File: src/rtl/dcmg_pkg.sv
// Shared definitions for the DCMG duty-path stages: duty width, FSM states
// and the default timing constants.
package dcmg_pkg;

    localparam int DUTY_W         = 10;
    localparam int PWM_PERIOD_CLK = 400;
    localparam int D_MAX_DEFAULT  = 900;

    typedef enum logic [1:0] {
        IDLE  = 2'd0,
        RAMP  = 2'd1,
        HOLD  = 2'd2,
        FAULT = 2'd3
    } dcmg_state_e;

endpackage

File: src/rtl/edge_tick.sv
// Rising-edge detector: one-cycle pulse on the first clk where sig_i is high
// after being low. Usable by any DCMG stage that listens to a period interrupt.
module edge_tick (
    input  logic clk,
    input  logic rst_n,
    input  logic sig_i,
    output logic rise_o
);

    logic sig_q;

    always_ff @(posedge clk or negedge rst_n) begin
        if (!rst_n) begin
            sig_q <= 1'b0;
        end else begin
            sig_q <= sig_i;
        end
    end

    assign rise_o = sig_i & ~sig_q;

endmodule

File: src/rtl/duty_ramp_ctrl.sv
// Duty ramp controller for the half-bridge PWM: slews d_halfbridge toward a
// clamped target once per PWM period, with watchdog and fault shutdown.
// Build option DUTY_RAMP_FAULT_LATCH_EN makes FAULT sticky until ce drops.
//
//   state | meaning
//   IDLE  | duty forced to 0, waiting for ce=1 and no fault
//   RAMP  | stepping toward target by at most STEP per tick
//   HOLD  | duty equals target, re-steps when target moves
//   FAULT | duty forced to 0, fault_flag high
module duty_ramp_ctrl
    import dcmg_pkg::*;
#(
    parameter int STEP         = 8,
    parameter int D_MAX        = D_MAX_DEFAULT,
    parameter int TICK_TIMEOUT = 1023
) (
    input  logic              clk,
    input  logic              rst_n,
    input  logic              ce,
    input  logic              clk_int,
    input  logic [DUTY_W-1:0] target_d,
    input  logic              fault,
    output logic [DUTY_W-1:0] d_halfbridge,
    output logic              ramp_done,
    output logic              fault_flag
);

    localparam int WD_W = $clog2(TICK_TIMEOUT + 1);

    localparam logic [DUTY_W-1:0] D_MAX_V   = DUTY_W'(D_MAX);
    localparam logic [DUTY_W-1:0] STEP_V    = DUTY_W'(STEP);
    localparam logic [DUTY_W:0]   STEP_W    = (DUTY_W + 1)'(STEP);
    localparam logic [WD_W-1:0]   WD_TRIP   = WD_W'(TICK_TIMEOUT - 1);
    localparam logic [WD_W-1:0]   WD_SATMAX = {WD_W{1'b1}};

    dcmg_state_e       state_q, state_d;
    logic [DUTY_W-1:0] d_q, d_d;
    logic [WD_W-1:0]   wdog_q, wdog_d;

    logic              tick;
    logic [DUTY_W-1:0] tgt;
    logic signed [DUTY_W:0] diff;
    logic [DUTY_W:0]   diff_mag;
    logic [DUTY_W-1:0] d_step;
    logic              active;
    logic              wdog_trip;

    edge_tick u_edge_tick (
        .clk    (clk),
        .rst_n  (rst_n),
        .sig_i  (clk_int),
        .rise_o (tick)
    );

    assign tgt = (target_d > D_MAX_V) ? D_MAX_V : target_d;

    // Both operands are below 2^DUTY_W, so the 11-bit signed difference is exact.
    assign diff     = $signed({1'b0, tgt}) - $signed({1'b0, d_q});
    assign diff_mag = diff[DUTY_W] ? DUTY_W'(0) - diff : diff;

    // When the gap exceeds STEP, d +/- STEP stays strictly between d and tgt,
    // so neither 0 nor D_MAX can be crossed.
    always_comb begin
        d_step = tgt;
        if (diff_mag > STEP_W) begin
            d_step = diff[DUTY_W] ? (d_q - STEP_V) : (d_q + STEP_V);
        end
    end

    assign active    = (state_q == RAMP) || (state_q == HOLD);
    assign wdog_trip = active && !tick && (wdog_q >= WD_TRIP);

    always_comb begin
        state_d = state_q;
        d_d     = d_q;
        wdog_d  = wdog_q;

        if (fault || wdog_trip) begin
            state_d = FAULT;
            d_d     = '0;
            wdog_d  = '0;
        end else if (!ce) begin
            state_d = IDLE;
            d_d     = '0;
            wdog_d  = '0;
        end else begin
            case (state_q)
                IDLE: begin
                    state_d = RAMP;
                    d_d     = '0;
                    wdog_d  = '0;
                end
                RAMP, HOLD: begin
                    if (tick) begin
                        d_d     = d_step;
                        wdog_d  = '0;
                        state_d = (d_step == tgt) ? HOLD : RAMP;
                    end else if (wdog_q != WD_SATMAX) begin
                        wdog_d = wdog_q + 1'b1;
                    end
                end
                FAULT: begin
                    d_d    = '0;
                    wdog_d = '0;
`ifdef DUTY_RAMP_FAULT_LATCH_EN
                    state_d = FAULT;
`else
                    state_d = IDLE;
`endif
                end
                default: begin
                    state_d = IDLE;
                    d_d     = '0;
                    wdog_d  = '0;
                end
            endcase
        end
    end

    always_ff @(posedge clk or negedge rst_n) begin
        if (!rst_n) begin
            state_q <= IDLE;
            d_q     <= '0;
            wdog_q  <= '0;
        end else begin
            state_q <= state_d;
            d_q     <= d_d;
            wdog_q  <= wdog_d;
        end
    end

    assign d_halfbridge = d_q;
    assign ramp_done    = (state_q == HOLD);
    assign fault_flag   = (state_q == FAULT);

endmodule
File: config.mk
export PLATFORM = sky130hd
export DESIGN_NAME = duty_ramp_ctrl
export DESIGN_NICKNAME = d
export VERILOG_FILES = /design/src/rtl/dcmg_pkg.sv /design/src/rtl/edge_tick.sv /design/src/rtl/duty_ramp_ctrl.sv
export SDC_FILE = /design/constraint.sdc
export NUM_CORES = 1
export LEC_CHECK = 0
export CAP_MARGIN = 20
export CORE_AREA = 4 4 88 90
export DETAILED_ROUTE_END_ITERATION = 10
export DIE_AREA = 0 0 92 94
export DONT_BUFFER_PORTS = 1
export GPL_TIMING_DRIVEN = 0
export PLACE_DENSITY_LB_ADDON = 0.3
export SETUP_SLACK_MARGIN = 0.4
export SLEW_MARGIN = 20
export SYNTH_ARGS = -nofsm -noshare
export SYNTH_HDL_FRONTEND = slang
export SYNTH_SLANG_ARGS = --single-unit
File: constraint.sdc
create_clock -name clk -period 5.85 [get_ports clk]
set_input_delay 0 -clock clk [delete_from_list [all_inputs] [get_ports clk]]
set_output_delay 0 -clock clk [all_outputs]
set_load 0.01 [all_outputs]
Yosys cells after proc, flatten, opt, wreduce, memory -nomap -nowiden
Index checks and enable logic that the tools add are counted.
- bits of input ports: 15
- logic and storage cells: 47
- bits in registers: 23
- output and inout port bits: 12
- add/subtract/negate cells: 5
- equality and inequality tests: 7
- $lt $le $gt $ge: 3
- reduce and logical (&&, ||, !) cells: 8
- multiplexer cells: 18
- bitwise logic cells: 2
- operator list (operator ; count):
    $mux W10 ; 10
    $pmux W10 S2 ; 2
    $gt A11 B4 Y1 const B ; 1
    $mux W11 ; 1
    $sub A1 B11 Y11 const A ; 1
    $sub A10 B10 Y11 ; 1
    $add A10 B1 Y10 const B ; 1
    $add A10 B4 Y10 const B ; 1
    $eq A10 B10 Y1 ; 1
    $ge A10 B10 Y1 const B ; 1
    $gt A10 B10 Y1 const B ; 1
    $ne A10 B10 Y1 const B ; 1
    $sub A10 B4 Y10 const B ; 1
    $mux W2 ; 4
    $pmux W2 S3 ; 1
    $ne A5 B5 Y1 const B ; 1
    $eq A2 B2 Y1 const B ; 2
    $ne A4 B4 Y1 const B ; 1
    $reduce_or A2 Y1 ; 2
    $eq A2 B1 Y1 const B ; 1
    $logic_and A1 B1 Y1 ; 2
    $logic_not A2 Y1 ; 1
    $logic_or A1 B1 Y1 ; 2
    $and A1 B1 Y1 ; 1
    2 further kinds ; 2

Logic depth before layout (Yosys ltp)
Gate-level depths: netlist (run 1).
- depth after elaboration: 13
- depth in mapped cells: 24

By module
A second synthesis (run 1) with hierarchy kept.
- cells, all modules: 332
- area, all modules: 2703.8 sq um
- by module, submodules not included (module ; times used ; area each (sq um) ; cells each ; sequential area each (sq um)):
    duty_ramp_ctrl ; 1 ; 2665.1 ; 330 ; 550.5
    edge_tick ; 1 ; 38.8 ; 2 ; 25.0

Least setup slack after synthesis (run 1)
OpenSTA, ideal clock, no wires.
- path kind: in2reg
- start point: input port target_d[4]
- end point: register state_q[1]
- path buffers: 1
- arrival: 4.360 ns
- library setup time: 0.123 ns
- setup slack: 1.367 ns
- stages on the path: 23
- cell sequence: buf_2 nor4_4 a21o_1 nand2_1 xor2_1 ha_1 a21o_1 a221oi_4 a21oi_2 or3_4 a221oi_4 inv_2 fa_1 inv_1 a21oi_1 o21bai_1 a21o_1 a21oi_1 xnor3_1 xnor2_1 nand4_1 nand3_1 o221a_1
- word-level cells in the longest chain between the ends: 13
- ends and longest elaborated chain (element ; RTL line ; source):
    start: declaration ; duty_ramp_ctrl.sv:21 ; input logic [DUTY_W-1:0] target_d,
    $gt A10 B10 Y1 ; duty_ramp_ctrl.sv:55 ; assign tgt = (target_d > D_MAX_V) ? D_MAX_V : target_d;
    $mux W10 * ; duty_ramp_ctrl.sv:55 ;
    $sub A10 B10 Y11 ; duty_ramp_ctrl.sv:58 ; assign diff = $signed({1'b0, tgt}) - $signed({1'b0, d_q});
    $sub A1 B11 Y11 ; duty_ramp_ctrl.sv:59 ; assign diff_mag = diff[DUTY_W] ? DUTY_W'(0) - diff : diff;
    $mux W11 ; duty_ramp_ctrl.sv:59 ;
    $gt A11 B4 Y1 ; duty_ramp_ctrl.sv:65 ; if (diff_mag > STEP_W) begin
    $mux W10 ; duty_ramp_ctrl.sv:65 ;
    $eq A10 B10 Y1 * ; duty_ramp_ctrl.sv:97 ; state_d = (d_step == tgt) ? HOLD : RAMP;
    $mux W2 * ; duty_ramp_ctrl.sv:97 ;
    $mux W2 * ; duty_ramp_ctrl.sv:94 ; if (tick) begin
    $pmux W2 S3 * ; duty_ramp_ctrl.sv:87 ; case (state_q)
    $mux W2 * ; duty_ramp_ctrl.sv:82 ; end else if (!ce) begin
    $mux W2 * ; duty_ramp_ctrl.sv:78 ; if (fault || wdog_trip) begin
    end signal: assignment ; duty_ramp_ctrl.sv:126 ; state_q <= state_d;
    end: declaration ; duty_ramp_ctrl.sv:36 ; dcmg_state_e state_q, state_d;
Every way passes the cells marked *; elsewhere a longest branch is shown, timed or not. The select of a mux whose other input is x is not followed.
A chain may end at the register's enable or synchronous reset.

Worst setup path after layout (run 1)
- start point: register d_q[3] (netlist: d_halfbridge[3])
- end point: register state_q[0]
- word-level cells in the longest chain between the ends: 11
- ends and longest elaborated chain (element ; RTL line ; source):
    start: declaration ; duty_ramp_ctrl.sv:37 ; logic [DUTY_W-1:0] d_q, d_d;
    start signal: assignment ; duty_ramp_ctrl.sv:123 ; d_q <= '0;
    start signal: assignment ; duty_ramp_ctrl.sv:127 ; d_q <= d_d;
    $sub A10 B10 Y11 ; duty_ramp_ctrl.sv:58 ;
    $sub A1 B11 Y11 ; duty_ramp_ctrl.sv:59 ;
    $mux W11 ; duty_ramp_ctrl.sv:59 ;
    $gt A11 B4 Y1 ; duty_ramp_ctrl.sv:65 ;
    $mux W10 * ; duty_ramp_ctrl.sv:65 ;
    $eq A10 B10 Y1 * ; duty_ramp_ctrl.sv:97 ;
    $mux W2 * ; duty_ramp_ctrl.sv:97 ;
    $mux W2 * ; duty_ramp_ctrl.sv:94 ;
    $pmux W2 S3 * ; duty_ramp_ctrl.sv:87 ;
    $mux W2 * ; duty_ramp_ctrl.sv:82 ;
    $mux W2 * ; duty_ramp_ctrl.sv:78 ;
Marked as above.

==> impl_results.md, run 1 <==
* Synthesized Nets at 386
* WL final at 7340 um
* HP Class: in -> reg
* Worst-Margin Slew at 612 ps
* Crit-path cells: inv_1 -> ha_1 -> clkbuf_2 -> and4b_1 -> a221oi_4 -> a21oi_2 -> or3_4 -> a221oi_4 -> inv_2 -> fa_1 -> inv_1 -> a21oi_1 -> o21bai_1 -> a21o_1 -> a21oi_1 -> xnor3_1 -> xnor2_1 -> nand4_1 -> o2111ai_1 -> o221ai_1
* Initial antenna violation count at 0
* Worst r2r src: d_halfbridge[3]$_DFFE_PN0P_
* Clock skew at 1.76 ps
* Io pins at 27
* All-Layer GR Usage at 17.2%
* WP data required at 5980 ps
* Synth Cell Area at 0.00275 mm^2
* Max clock buf depth at 2
* Most frequent cells after synthesis: inv_1 (29), nand2_1 (27), nor2_1 (26)
* Die footprint at 0.00865 mm^2
* Crit Path Category: reg -> reg
* Die width at 92 um
* Core Region at 0.00706 mm^2
* WP data arrival at 5100 ps
* Final worst slack at 877 ps
* Largest net degree at the start of global routing at 24
* R2R Path End: state_q[0]$_DFFE_PN0P_
* Unrepaired setup endpoints after global routing: no
* GRT Residual Overflow at 0
* Placed inst area at 0.00288 mm^2
* Post-Route Utilization at 42.6%
* Count leader, synth: inv_1
* Clock slew at reported path FFs at 80 ps
* HPWL Detailed at 5730 um
* CP startpoint kind: flop
* Lkg Pwr at 1.24 nW
* Share of post-route cells with drive strength above 1 at 7.14%
* Post-synth top area share at 20.9%
* Initial Util at 39.0%
* F_max at 0.201 GHz
* DR DRC count at 0
* Post-Place Worst Slack at 720 ps
* Leading area contributor after synthesis: dfrtp_1
* Crit-path slowest cell: a221oi_4
* Synthesized area per cell at 7.84 um^2
* Final Setup Violations at 0
* Worst Hold End: d_halfbridge[9]$_DFFE_PN0P_
* Via density per instance at 5.68
* Vias in the first global route at 2456
* Synth area leaders: dfrtp_1 (21%), ha_1 (8.6%), inv_1 (4.0%), a21oi_1 (3.8%), xnor2_1 (3.8%)
* Antenna Nets Post-Route at 0
* Cell variety after synth at 70
* Vias at 2632
* FF+latch area at 576 um^2
* Post-CTS setup buffers at 0
* Final Hold Vio Count at 0
* Gate Count Post-Synth at 351
* Period minus WS final at 4970 ps
* Post-synth EDFFs at 0
* Sink Count at 23
* CTS tree: yes
* Rows at 31
* Clock tree root buffer cell: clkbuf_8
* Slew margin rel. at 59.2%
* Synth warn at 0
* H-tree depth at 1
* N_diodes at 0
* Cts bufs inserted at 3
* Final worst-path cycle share at 85.0%
* Worst-skew pair later-pin latency at 270 ps
* Max cap viols at 0
* CP peak stage delay at 560 ps
* Area of the multi-input gates at 0.00200 mm^2
* Post-synth ARST share at 100%
* Setup_tns at 0 ps
* Hold buffer count at CTS at 8
* WL per Instance at 15.9 um
* Worst R2R Path Depth at 20
* Die span in y at 94 um
* Hold Crit Start: target_d[9]
* First-pass detailed-route iteration total at 4
* Register area share after synthesis at 20.9%
* Register bit total from synthesis at 23
* Pwr/cell area at 159 mW/mm^2
* Reg-to-reg slack, setup at 880 ps
* Design Area, Final at 0.00301 mm^2
* FILL cells at 739
* Nature of the critical path endpoint: flop
* Fin. max-slew vios at 0
* Ys flop type: dfrtp_1
* # port buffers at 0
* GPL Wtd Cong at 0.925
* Hold Path Depth at 3
* VDD IR max at 82.0 uV
* Crit path max fanout at 10
* Cts repair resizes at 0
* Drt initial violations at 188
* Area delta synth->final at 9.27%
* First-pass GRT wire length at 12200 um
* Status: complete, no violations
* Fin nets at 400
registers in the layout, indices dropped and copies added, names as in the netlist:
signal and count:
wdog_q 10, u_edge_tick.sig_q 1, state_q 2, d_halfbridge 10
logic make-up after synthesis:
group                    synth area share [%]
buffers and inverters                    6.45
flip-flops                               20.9
AO/OA/AOI/OAI                            24.7
XOR/XNOR                                 7.82
adder cells (fa/ha/maj)                  9.73
AND/OR/NAND/NOR                          28.9
multiplexers                             1.45
how the worst max path moves through the flow:
| stage | startpoint | endpoint | slack (ps) |
|---|---|---|---|
| 6_report | d_halfbridge[3]$_DFFE_PN0P_ | state_q[0]$_DFFE_PN0P_ | 880 |
| 5_1_grt | d_halfbridge[3]$_DFFE_PN0P_ | state_q[0]$_DFFE_PN0P_ | 490 |
| 4_1_cts | d_halfbridge[3]$_DFFE_PN0P_ | state_q[0]$_DFFE_PN0P_ | 870 |
| 3_5_place_dp | target_d[4] | state_q[0]$_DFFE_PN0P_ | 720 |
| 3_3_place_gp | target_d[4] | state_q[0]$_DFFE_PN0P_ | 750 |
| 2_1_floorplan | target_d[4] | state_q[1]$_DFFE_PN0P_ | 1370 |
layer usage:
layer	wire length, um	share of wire, %	track usage [%]	vias to the layer above
met2	3150	43	26.4	59
met4	59	0.80	2.23	0
met1	3640	50	24.9	1252
li1	-	-	-	1315
met5	0	0	0	-
met3	485	6.6	4.33	6
layout by cell type (no fill, tap or decap), types with 6 or more instances in the layout:
| cell | synthesis | layout |
|---|---|---|
| a21o_1 | 6 | 6 |
| a21oi_1 | 21 | 21 |
| a31oi_1 | 7 | 7 |
| and3_1 | 8 | 8 |
| clkbuf_1 | 8 | 8 |
| dfrtp_1 | 23 | 23 |
| dlygate4sd3_1 | 0 | 8 |
| ha_1 | 19 | 19 |
| inv_1 | 29 | 29 |
| nand2_1 | 27 | 27 |
| nand2b_1 | 7 | 7 |
| nand3_1 | 19 | 19 |
| nand4_1 | 13 | 13 |
| nor2_1 | 26 | 26 |
| nor3_1 | 9 | 9 |
| nor4_1 | 8 | 8 |
| o21ai_0 | 13 | 13 |
| xnor2_1 | 12 | 12 |
| xor2_1 | 10 | 10 |
per-stage QoR:
| stage | hold WS (ps) | power [mW] | instances |
|---|---|---|---|
| after floorplan | -296 | 0.329 | 351 |
| after global placement | -295 | 0.368 | 450 |
| after detailed placement | -295 | 0.370 | 450 |
| after CTS | 48.7 | 0.479 | 462 |
| after global routing | 81.5 | 0.511 | 463 |
| final | 49.6 | 0.479 | 463 |
critical path, delay by kind of cell (launching register included):
kind | cells | cell delay, ps
flops | 1 | 500
buf+inv | 4 | 590
fa+ha+maj | 2 | 750
xor+xnor | 2 | 430
simple gates | 3 | 820
compound gates | 9 | 1760
power breakdown:
| part | switching [mW] | internal, mW | total, mW |
|---|---|---|---|
| registers | 0.00649 | 0.163 | 0.170 |
| logic | 0.128 | 0.0799 | 0.208 |
| clock network | 0.0533 | 0.0476 | 0.101 |
| total | 0.188 | 0.291 | 0.479 |
cell type report:
class / instances / area share (%)
Clock inverter: 1 / 0.166
Tap cell: 99 / 4.12
Inverter: 30 / 3.74
Multi-Input combinational cell: 284 / 66.5
Buffer: 14 / 2.16
Sequential cell: 23 / 19.1
Clock buffer: 3 / 1.37
Timing Repair Buffer: 9 / 2.83
Power figures use the tool's default switching activity.
==> run 2: changes to the inputs <==
--- a/config.mk
+++ b/config.mk
@@ -12,6 +12,7 @@
 export DONT_BUFFER_PORTS = 1
 export GPL_TIMING_DRIVEN = 0
 export PLACE_DENSITY_LB_ADDON = 0.3
+export RECOVER_POWER = 50
 export SETUP_SLACK_MARGIN = 0.4
 export SLEW_MARGIN = 20
 export SYNTH_ARGS = -nofsm -noshare
==> run 2 against run 1 <==
  * Non-clock buffer count is the same
  * Global-route usage is the same
  * First-iteration DRC count grew 3.7%
  * Critical endpoint unchanged
  * Largest power group unchanged
==> impl_results.md, run 2 (synthesis results as in run 1) <==
* Internal power at 0.290 mW
* Initial antenna violation count at 0
* CTS tree: yes
* F_max at 0.202 GHz
* WL per Instance at 15.9 um
* Commonest cells after routing, fill and taps aside: inv_1 (29), nand2_1 (27), nor2_1 (26)
* DR DRC count at 0
* GPL Wtd Cong at 0.925
* Comb pwr share at 43.5%
* Largest net degree at the start of global routing at 24
* Clock network fraction of total power at 21.1%
* Fin. max-slew vios at 0
* Sink Count at 23
* WP data arrival at 5090 ps
* Vias in the first global route at 2456
* CP startpoint kind: flop
* HP Class: in -> reg
* Die width at 92 um
* First-pass detailed-route iteration total at 4
* Worst-Margin Slew at 1260 ps
* Area delta synth->final at 9.23%
* First-pass GRT wire length at 12200 um
* HPWL Detailed at 5730 um
* Switching share of power at 39.3%
* Clock skew at 1.94 ps
* Final Hold Vio Count at 0
* Die footprint at 0.00865 mm^2
* Rows at 31
* Hold buffer count at CTS at 8
* Antenna Nets Post-Route at 0
* Hold Crit Start: target_d[9]
* Period minus WS final at 4960 ps
* VDD IR max at 82.0 uV
* Pwr/cell area at 159 mW/mm^2
* All-Layer GR Usage at 17.2%
* Psw at 0.188 mW
* Setup_tns at 0 ps
* Initial Util at 39.0%
* Nature of the critical path endpoint: flop
* Clock slew at reported path FFs at 80 ps
* Worst r2r src: d_halfbridge[3]$_DFFE_PN0P_
* Max cap viols at 0
* Core Region at 0.00706 mm^2
* Cts repair resizes at 0
* Fin nets at 400
* Placed inst area at 0.00288 mm^2
* Crit path max fanout at 10
* GRT Residual Overflow at 0
* Crit Path Category: reg -> reg
* Cts bufs inserted at 3
* Lkg Pwr at 1.23 nW
* Io pins at 27
* Status: complete, no violations
* N_diodes at 0
* Unrepaired setup endpoints after global routing: no
* Crit path launch: d_halfbridge[3]$_DFFE_PN0P_
* Share of post-route cells with drive strength above 1 at 6.87%
* # port buffers at 0
* FILL cells at 739
* Drt initial violations at 195
* Max clock buf depth at 2
* Final Setup Violations at 0
* Worst-skew pair later-pin latency at 270 ps
* Via density per instance at 5.71
* Vias at 2643
* Slew margin rel. at 16.0%
* Clock tree root buffer cell: clkbuf_8
* H-tree depth at 1
* Post-CTS setup buffers at 0
* Part of the power in registers at 35.4%
* WL final at 7350 um
* Final worst-path cycle share at 84.8%
* Die span in y at 94 um
* Design Area, Final at 0.00301 mm^2
* Most common cell after layout, fill and taps aside: inv_1
* Reg-to-reg slack, setup at 890 ps
* WP data required at 5980 ps
[run 2: path summary, 6_finish.rpt]
| check | to | cells after the start |
|---|---|---|
| max in group asynchronous | d_halfbridge[7]$_DFFE_PN0P_ | 2 |
| min in group asynchronous | state_q[0]$_DFFE_PN0P_ | 2 |
| worst min register to register | wdog_q[7]$_DFFE_PN0P_ | 2 |
| worst min-delay path | d_halfbridge[9]$_DFFE_PN0P_ | 3 |
| worst max register to register | state_q[0]$_DFFE_PN0P_ | 20 |
| worst max-delay path | state_q[0]$_DFFE_PN0P_ | 20 |
[run 2: per-stage QoR]
step	hold WS (ps)	power, mW	cells	utilization [%]	setup WS (ps)
5_1_grt	81.5	0.511	463	42.6	488
3_3_place_gp	-295	0.368	450	40.7	746
4_1_cts	48.7	0.479	462	42.5	875
6_report	50.1	0.478	463	42.6	892
2_1_floorplan	-296	0.329	351	-	1370
3_5_place_dp	-295	0.370	450	40.7	720
[run 2: worst max-delay path, stage by stage (launching register included)]
cell and delay, ps:
dfrtp_1 500, inv_1 160, ha_1 310, clkbuf_2 190, and4b_1 250, a221oi_4 320, a21oi_2 120, or3_4 420
a221oi_4 560, inv_2 170, fa_1 440, inv_1 70, a21oi_1 60, o21bai_1 220, a21o_1 160, a21oi_1 60
xnor3_1 280, xnor2_1 130, nand4_1 150, o2111ai_1 120, o221ai_1 120
[run 2: area by class of cell]
cell class | count | area (um^2) | share of cell area, %
tap | 99 | 124 | 4.12
sequential | 23 | 576 | 19.1
buffer | 14 | 65.1 | 2.16
clock inverter | 1 | 5.00 | 0.166
inverter | 30 | 113 | 3.75
multi-input combinational | 284 | 2000 | 66.5
timing repair buffer | 9 | 83.8 | 2.79
clock buffer | 3 | 41.3 | 1.37
[run 2: per-layer routing]
metal	vias up	global-route usage, %	part of all wire, %	wire length (um)
met3	6	4.33	6.8	498
met2	63	26.4	43	3140
met4	0	2.23	0.80	59
met5	-	0	0	0
met1	1258	24.9	50	3650
li1	1316	-	-	-
[run 2: power by group through the flow]
stage | Combinational (mW) | Sequential (mW) | Clock [mW]
2_1_floorplan | 0.158 | 0.171 | 0
3_3_place_gp | 0.195 | 0.173 | 0
3_5_place_dp | 0.197 | 0.173 | 0
4_1_cts | 0.206 | 0.170 | 0.104
5_1_grt | 0.230 | 0.170 | 0.111
6_report | 0.208 | 0.170 | 0.101
==> run 3: changes to the inputs <==
--- a/config.mk
+++ b/config.mk
@@ -5,10 +5,11 @@
 export SDC_FILE = /design/constraint.sdc
 export NUM_CORES = 1
 export LEC_CHECK = 0
+export ABC_AREA = 1
 export CAP_MARGIN = 20
-export CORE_AREA = 4 4 88 90
+export CORE_AREA = 4 4 87 89
 export DETAILED_ROUTE_END_ITERATION = 10
-export DIE_AREA = 0 0 92 94
+export DIE_AREA = 0 0 91 93
 export DONT_BUFFER_PORTS = 1
 export GPL_TIMING_DRIVEN = 0
 export PLACE_DENSITY_LB_ADDON = 0.3
==> constraint.sdc (replaced) <==
create_clock -name clk -period 4.58 [get_ports clk]
set_input_delay 0 -clock clk [delete_from_list [all_inputs] [get_ports clk]]
set_output_delay 0 -clock clk [all_outputs]
set_load 0.01 [all_outputs]
==> run 3 against run 2 <==
  * Sequential share of layout area is 0.70 points higher
  * Design area shrank 3.1%
  * Combinational power up 7%
  * Fmax increased by 33%
  * Via count is 0.98% lower
  * Non-clock buffer count fell by 6
  * Critical path depth is 7 higher
  * Critical path type unchanged
  * Clock-buffer cell count did not move
  * Sequential power rose by 25%
==> impl_results.md, run 3 <==
* Crit Path Category: reg -> reg
* Core Region at 0.00676 mm^2
* Post-synthesis mux area share at 0%
* Via density per instance at 5.12
* Lkg Pwr at 1.52 nW
* GPL Wtd Cong at 0.829
* Synth Cell Area at 0.00268 mm^2
* Register area share after synthesis at 21.5%
* Worst Hold End: state_q[0]$_DFFE_PN0P_
* Initial Util at 39.7%
* Unrepaired setup endpoints after global routing: no
* Most frequent cells after synthesis: nand2_1 (91), inv_1 (79), nand3_1 (44)
* Final Hold Vio Count at 0
* HP Class: in -> reg
* # port buffers at 0
* Most common cell after layout, fill and taps aside: nand2_1
* VDD IR max at 135 uV
* Initial antenna violation count at 0
* Cts bufs inserted at 3
* FF+latch area at 578 um^2
* Register bit total from synthesis at 23
* H-tree depth at 1
* Synth Area in XOR/XNOR at 2.61%
* Fin. max-slew vios at 0
* GRT Residual Overflow at 0
* Synth warn at 0
* Vias at 2617
* Setup_tns at 0 ps
* Cell variety after synth at 41
* Share of post-route cells with drive strength above 1 at 11.6%
* Die footprint at 0.00846 mm^2
* Slew margin rel. at 12.3%
* Die span in y at 93 um
* WP data arrival at 3890 ps
* CP startpoint kind: flop
* Leading area contributor after synthesis: dfrtp_1
* Antenna Nets Post-Route at 0
* First-pass GRT wire length at 11400 um
* Rows at 30
* WL final at 6720 um
* N_diodes at 0
* Io pins at 27
* DR DRC count at 0
* WP data required at 4730 ps
* Area of the multi-input gates at 0.00173 mm^2
* Post-synth top area share at 21.5%
* Sink Count at 23
* Clock skew at 4.66 ps
* Adder-Cell Fraction of Synth Area at 9.61%
* Power Total at 0.566 mW
* Gate Count Post-Synth at 419
* Hold Path Depth at 4
* Max clock buf depth at 2
* Pwr/cell area at 194 mW/mm^2
* Final worst-path cycle share at 81.5%
* Post-synth ARST share at 100%
* Synth Area in Compound Gates at 11.7%
* Die width at 91 um
* R2R Path End: state_q[0]$_DFFE_PN0P_
* FILL cells at 715
* First-pass detailed-route iteration total at 4
* F_max at 0.268 GHz
* Area delta synth->final at 8.58%
* Worst-Margin Slew at 1320 ps
* HPWL Detailed at 5400 um
* Commonest cells after routing, fill and taps aside: nand2_1 (90), inv_1 (78), nand3_1 (44)
* Hold Crit Start: ce
* Period minus WS final at 3730 ps
* Status: complete, no violations
* Synthesized Nets at 454
* Largest net degree at the start of global routing at 24
* Placed inst area at 0.00278 mm^2
* Clock tree root buffer cell: clkbuf_8
* Drt initial violations at 101
* Clock slew at reported path FFs at 90 ps
* Fin nets at 467
* WL per Instance at 13.1 um
* Max cap viols at 0
* Synth area leaders: dfrtp_1 (21%), nand2_1 (13%), inv_1 (11%), ha_1 (8.9%), nand3_1 (8.2%)
* Simple-Gate Fraction of Synth Area at 40.2%
* CTS tree: yes
* Vias in the first global route at 2489
* Worst hold slack at 9.40 ps
* Synthesized area per cell at 6.40 um^2
* Design Area, Final at 0.00291 mm^2
* Worst-skew pair later-pin latency at 270 ps
* Count leader, synth: nand2_1
* Largest family of logic cells by synthesized area: simple AND/OR/NAND/NOR gates
* Nature of the critical path endpoint: flop
* Reg-to-reg slack, setup at 850 ps
* Ys flop type: dfrtp_1
* Crit path max fanout at 10
* Post-synth EDFFs at 0
* Worst r2r src: d_halfbridge[1]$_DFFE_PN0P_
* Worst R2R Path Depth at 27
* Final Setup Violations at 0
* All-Layer GR Usage at 16.0%
* Post-Route Utilization at 43.1%
run 3: cells by family after synthesis:
| logic type | after synthesis |
|---|---|
| adder cells (fa/ha/maj) | 20 |
| XOR/XNOR | 8 |
| AND/OR/NAND/NOR | 219 |
| flip-flops | 23 |
| AO/OA/AOI/OAI | 52 |
| buffers and inverters | 97 |
run 3: timing repair:
item	in CTS	in global routing
endpoints found under the setup margin	0	2
resized for setup	0	7
buffers inserted	0	2
hold endpoints to repair	27	0
hold buffers	6	0
run 3: worst max-delay path by stage:
stage / to / cells past startpoint / slack [ps] / start
4_1_cts: state_q[1]$_DFFE_PN0P_ / 26 / 600 / d_halfbridge[1]$_DFFE_PN0P_
5_1_grt: state_q[0]$_DFFE_PN0P_ / 29 / 420 / d_halfbridge[1]$_DFFE_PN0P_
3_3_place_gp: state_q[0]$_DFFE_PN0P_ / 28 / 680 / target_d[0]
2_1_floorplan: state_q[0]$_DFFE_PN0P_ / 27 / 1130 / d_halfbridge[1]$_DFFE_PN0P_
3_5_place_dp: state_q[0]$_DFFE_PN0P_ / 28 / 590 / target_d[0]
6_report: state_q[0]$_DFFE_PN0P_ / 27 / 850 / d_halfbridge[1]$_DFFE_PN0P_
run 3: final cells by class:
class	count	area share, %
flip-flops and latches	23	19.8
clock inverters	1	0.258
clock buffers	3	1.42
repair buffers	8	2.36
multi-input cells	299	59.2
well taps	80	3.44
plain buffers	9	2.10
inverters	88	11.3
run 3: power by group:
group	internal, mW	switching, mW
Combinational	0.0802	0.143
Clock	0.0616	0.0696
Sequential	0.207	0.00477
run 3: per-layer routing:
metal  global-route usage, %  wire (um)
met2                    29.4       3300
met5                       0          0
met4                    3.02         65
met1                    20.5       3030
met3                    1.45        323
run 3: critical path, cell delays in order (launching register included):
cell and delay [ps]:
dfrtp_2 460, inv_2 100, nand3_4 100, nand2_2 120, inv_1 50, ha_1 180
inv_1 80, nand2_2 60, nand2_1 80, nand2_2 90, nand2_4 80, nand2_4 60
a21oi_4 190, buf_8 160, ha_1 270, a21oi_1 140, o21ai_1 120, nand2_1 80
nand2_1 50, a21oi_1 170, xor2_1 190, xor2_1 220, nand3b_1 140, nand3_1 60
nor2_1 140, nand3_1 90, nand2_1 60, a21oi_1 60
run 3: metrics by stage:
stage,setup slack (ps),instances
after floorplan,1130,419
after global placement,679,499
after detailed placement,591,499
after CTS,605,509
after global routing,416,511
final,846,511
